===== src/rtl/simon_pkg.sv =====
// Shared Simon types and defaults, used by the sequence generator, the
// player checker and the LED driver.
//   colour_t            : 2-bit colour code
//   simon_chk_state_t   : player-check FSM states
//   simon_chk_flags_t   : registered single-bit status outputs of the checker
//   DEF_MAX_LEN         : default sequence buffer depth
//   DEF_TIMEOUT_CYCLES  : default idle cycles allowed between player presses
package simon_pkg;

   localparam int unsigned DEF_MAX_LEN        = 32;
   localparam int unsigned DEF_TIMEOUT_CYCLES = 50_000_000;

   typedef logic [1:0] colour_t;

   typedef enum logic [1:0] {
      ST_IDLE   = 2'd0,
      ST_RECORD = 2'd1,
      ST_PLAYER = 2'd2,
      ST_FAIL   = 2'd3
   } simon_chk_state_t;

   typedef struct packed {
      logic player_turn;
      logic match;
      logic round_pass;
      logic fail;
      logic timed_out;
      logic overflow;
   } simon_chk_flags_t;

endpackage


===== src/rtl/simon_seq_mem.sv =====
// MAX_LEN x colour register file holding the recorded Simon sequence.
//   clk       : write clock
//   wr_en     : write strobe, wr_data stored at wr_addr on the rising edge
//   wr_addr   : write index (LEN_W bits; out-of-range writes are dropped)
//   wr_data   : colour to store
//   rd_addr   : asynchronous read index
//   rd_data_c : combinational read data (0 for out-of-range index)
// Contents are deliberately not reset; the owner tracks validity by length.
module simon_seq_mem
   import simon_pkg::*;
#(
   parameter int unsigned MAX_LEN = DEF_MAX_LEN,
   parameter int unsigned LEN_W   = $clog2(MAX_LEN + 1)
) (
   input  logic             clk,
   input  logic             wr_en,
   input  logic [LEN_W-1:0] wr_addr,
   input  colour_t          wr_data,
   input  logic [LEN_W-1:0] rd_addr,
   output colour_t          rd_data_c
);

   localparam int unsigned IDX_W = (MAX_LEN > 1) ? $clog2(MAX_LEN) : 1;
   localparam logic [LEN_W-1:0] DEPTH_V = LEN_W'(MAX_LEN);

   colour_t mem_q [MAX_LEN];

   // Storage only: no reset, so a new round or reset leaves old entries in place.
   always_ff @(posedge clk) begin
      if (wr_en && (wr_addr < DEPTH_V)) begin
         mem_q[wr_addr[IDX_W-1:0]] <= wr_data;
      end
   end

   // Asynchronous read so a compare sees the entry in the same cycle.
   always_comb begin
      rd_data_c = '0;
      if (rd_addr < DEPTH_V) begin
         rd_data_c = mem_q[rd_addr[IDX_W-1:0]];
      end
   end

endmodule


===== config.mk =====
export PLATFORM = sky130hd
export DESIGN_NAME = simon_seq_mem
export DESIGN_NICKNAME = d
export VERILOG_FILES = /design/src/rtl/simon_pkg.sv /design/src/rtl/simon_seq_mem.sv
export SDC_FILE = /design/constraint.sdc
export NUM_CORES = 1
export LEC_CHECK = 0
export ABC_CLOCK_PERIOD_IN_PS = 2200
export CORE_ASPECT_RATIO = 0.5
export CORE_MARGIN = 1
export CORE_UTILIZATION = 50
export DETAILED_ROUTE_END_ITERATION = 6
export GPL_ROUTABILITY_DRIVEN = 0
export HOLD_SLACK_MARGIN = 0.03
export PLACE_DENSITY = 0.69
export SETUP_SLACK_MARGIN = 0.4
export SYNTH_ARGS = -nofsm -noshare
export SYNTH_HDL_FRONTEND = slang
export SYNTH_SLANG_ARGS = --single-unit
export TNS_END_PERCENT = 30

===== constraint.sdc =====
create_clock -name clk -period 2.2 [get_ports clk]
set_clock_uncertainty 0.2 [all_clocks]
set_input_delay 0.22 -clock clk [delete_from_list [all_inputs] [get_ports clk]]
set_output_delay 0.22 -clock clk [all_outputs]
set_load 0.005 [all_outputs]

Word level (Yosys, flattened, before mapping)
Memories as Yosys holds them, arrays and structs flattened.
Index checks and enable logic that the tools add are counted.
- bits of input ports: 16
- RAM bits: 64
- output and inout bits: 2
- memories: 1
- word-level logic and storage cells: 7
- bits in registers: 0
- reductions and logical operators: 1
- order comparisons: 2
- muxes and demuxes: 3
- memory list (name ; depth ; bits a word ; read ports ; clocked after Yosys merged registers in ; wr ports ; line ; source):
    mem_q ; 32 ; 2 ; 1 ; 0 ; 1 ; simon_seq_mem.sv:26 ; colour_t mem_q [MAX_LEN];
- operators with widths (kind ; count):
    6-bit < comparator (second input constant) ; 2
    1-bit two-way mux ; 2
    2-bit two-way mux ; 1
    1-bit logical AND ; 1

Logic depth before layout (Yosys ltp)
- word-level depth: 4
- gate-level depth with buffers: 6
- mapped depth without buffers: 5

Worst setup path before layout
No wires, ideal clock.
- path type: input -> output
- from: input rd_addr[0]
- to: output rd_data_c[1]
- cell stages on the path: 5
- arrival time: 1.308 ns
- data required time: 1.780 ns
- setup slack: 0.472 ns
- path through: buf_6 mux4_1 mux2i_1 o21ai_1 o2111a_1
- longest elaborated chain between the ends: 2
- elaborated cells between the ends (all ways): 3
- RTL lines (what ; line ; source):
    start, declared ; simon_seq_mem.sv:19 ; input logic [LEN_W-1:0] rd_addr,
    memory read 32 x 2 bit or 6-bit < comparator (tied branches) ; n/a ;
    2-bit two-way mux * ; simon_seq_mem.sv:38 ; if (rd_addr < DEPTH_V) begin
    end, declared ; simon_seq_mem.sv:20 ; output colour_t rd_data_c
Mark *: on every way between the ends. The rest lies on a longest branch, timed or not.

Worst setup path in the final report
- from: memory mem_q[21][1] (netlist bit)
- to: output rd_data_c[1]
- longest elaborated chain between the ends: 2
- RTL lines (what ; line):
    start, declared ; simon_seq_mem.sv:26
    memory read 32 x 2 bit ; n/a
    2-bit two-way mux ; simon_seq_mem.sv:38
Every way passes these cells.

==> results.cfg <==
[outcome]
status = finished, violations left
violations = negative setup slack

[finish]
fill_cells = 367
multiInputGateArea_um2 = 776
regArea_um2 = 1920
drive_gt1_share_pct = 23.4
largest_register_ffs = 64
syn_to_final_growth_pct = 19.5
nets = 213
antenna_cells = 0
final_cells = 271

[sta]
fmax_mhz = 444
worstMarginPinSlew_ns = 0.391
grt_setup_unrepaired = yes
max_slew_margin_pct = 73.9
postLayoutSetupSlackWorst_ns = -0.0509
hold_ws_ns = 0.501
finalCritPeriodShare_pct = 102
hold_viol_final = 0
setup_viol = 2
drv_slew = 0
fin_crit_ns = 2.25
tns_ns = -0.0593

[floorplan]
initial_core_util_pct = 54.0
fp.dieW_um = 107
die_y_um = 54.6
die_area_um2 = 5840
io_pins = 18
core.rowCount = 18
core-area_um2 = 5110

[power]
p_total_w = 0.00246
p_per_area_nw_per_um2 = 745
ir_drop_mv = 0.473
p_leak_nw = 1.11

[flow_run]
maxCapViolations = 0

[drt]
vias_per_cell = 5.67
route.met2.wl_um = 2430
met3_length_um = 536
routedWlPerCell_um = 20.4
ant_nets = 0
drc_errors = 0
num_vias = 1537
dr.pass1.iters = 4
drt_iter0_drc = 87
wirelength_um = 5520
wl_met1_um = 2510
routed.top_layer = met4

[global_route]
grt_max_degree = 33
grt_pass1_vias = 1493
gr-total-overflow = 0
grt_pass1_wl_um = 8400
antenna_found_initial = 0
grt_use_total_pct = 22.0

[setup_path]
startpoint_type = flop
criticalPathCategory = reg -> out
cp-end-kind = primary output
crit_path_max_fanout = 1
cp_data_arrival_time_ns = 1.83
cp_data_required_time_ns = 1.78

[logic_synthesis]
yosysWarningCount = 0
synth-edff-count = 64
synth_ff_type = edfxtp_1
syn_avg_cell_area_um2 = 17.2
ys_seq_area_share_pct = 69.6
syn-cell-area_um2 = 2760
yosysUniqueCellTypes = 20
ys_ff_latch = 64
synth_top_area_share_pct = 69.6
yosys-top-cells-area = edfxtp_1 70%, mux4_1 9.5%, mux2i_1 6.2%, nor2_1 5.0%, mux4_2 2.4%
synth_top_cell_by_area = edfxtp_1
synth_nets = 177
syn_inst = 161
ys_top_cells_by_count = 64 x edfxtp_1, 37 x nor2_1, 17 x mux2i_1
async_flop_share_pct = 0
synth_most_common_cell = edfxtp_1

[placement]
portBuffers = 17
pre_cts_ws_ns = -0.650
hpwl_um = 3470
placed_cells = 252

[clocking]
cts_buffer_depth = 2
path_clk_slew_ns = 0.07
cts_tree = yes
cts_buffers = 9
cts.sinks = 64
root_buffer = clkbuf_8
htreeDepth = 3

[min_path]
hold_path.class = in -> reg
==> power breakdown <==
| part | switching (W) | internal, W |
|---|---|---|
| sequential | 0.00000223 | 0.00135 |
| clock | 0.000408 | 0.000500 |
| combinational | 0.0000942 | 0.000104 |
| total | 0.000505 | 0.00195 |
==> metal layers <==
layer  up-vias  GRT usage, %
met5         -             0
met4         0          6.16
met3         6          8.33
met2        65          31.6
met1       761          31.4
li1        705             -
==> timing repair <==
action / in CTS / in global routing
pin swaps: 2 / 1
setup endpoints to repair: 2 / 20
hold buffers: 0 / 0
gates resized for setup: 25 / 4
buffers inserted: 2 / 0
cloned: 2 / 0
==> through the flow <==
| step | util (%) | instance area (um2) |
|---|---|---|
| after floorplan | - | 2760 |
| after global placement | 60.2 | 3080 |
| after detailed placement | 60.2 | 3080 |
| after CTS | 64.4 | 3290 |
| after global routing | 64.5 | 3300 |
| final | 64.5 | 3300 |
==> critical path, cell delays in order (launching register included) <==
cell	delay [ns]
edfxtp_1	0.39
mux4_2	0.49
mux2i_1	0.16
o21ai_1	0.08
o2111a_1	0.24
buf_2	0.13
==> cell usage in the layout (no fill, tap or decap), drive strengths merged, types with 2 or more instances in the layout <==
master         count
edfxtp            64
mux2i             17
or3                2
mux4              13
nand3b             6
nand3              3
nor2              37
clkbuf             9
buf               17
nand2              3
or3b               3
dlygate4sd2        2
clkinv             5
clkdlybuf4s50     12
==> worst paths after layout <==
kind,end,slack (ns),start,cells past startpoint
max,rd_data_c[1],-0.05,mem_q[21][1],5
min,mem_q[7][1],0.50,wr_data[1],2
==> area by class of cell <==
class | instances | share of cell area, %
Sequential cell | 64 | 58.2
Multi-Input combinational cell | 90 | 23.5
Timing Repair Buffer | 32 | 10.3
Clock buffer | 9 | 3.75
Tap cell | 70 | 2.65
Clock inverter | 6 | 1.55
==> kinds of logic after synthesis <==
| logic type | after synthesis | share of synthesized area (%) |
|---|---|---|
| compound gates | 3 | 0.770 |
| buf+inv | 7 | 1.72 |
| flops | 64 | 69.6 |
| mux | 30 | 18.1 |
| simple gates | 57 | 9.79 |
Power figures use the tool's default switching activity.
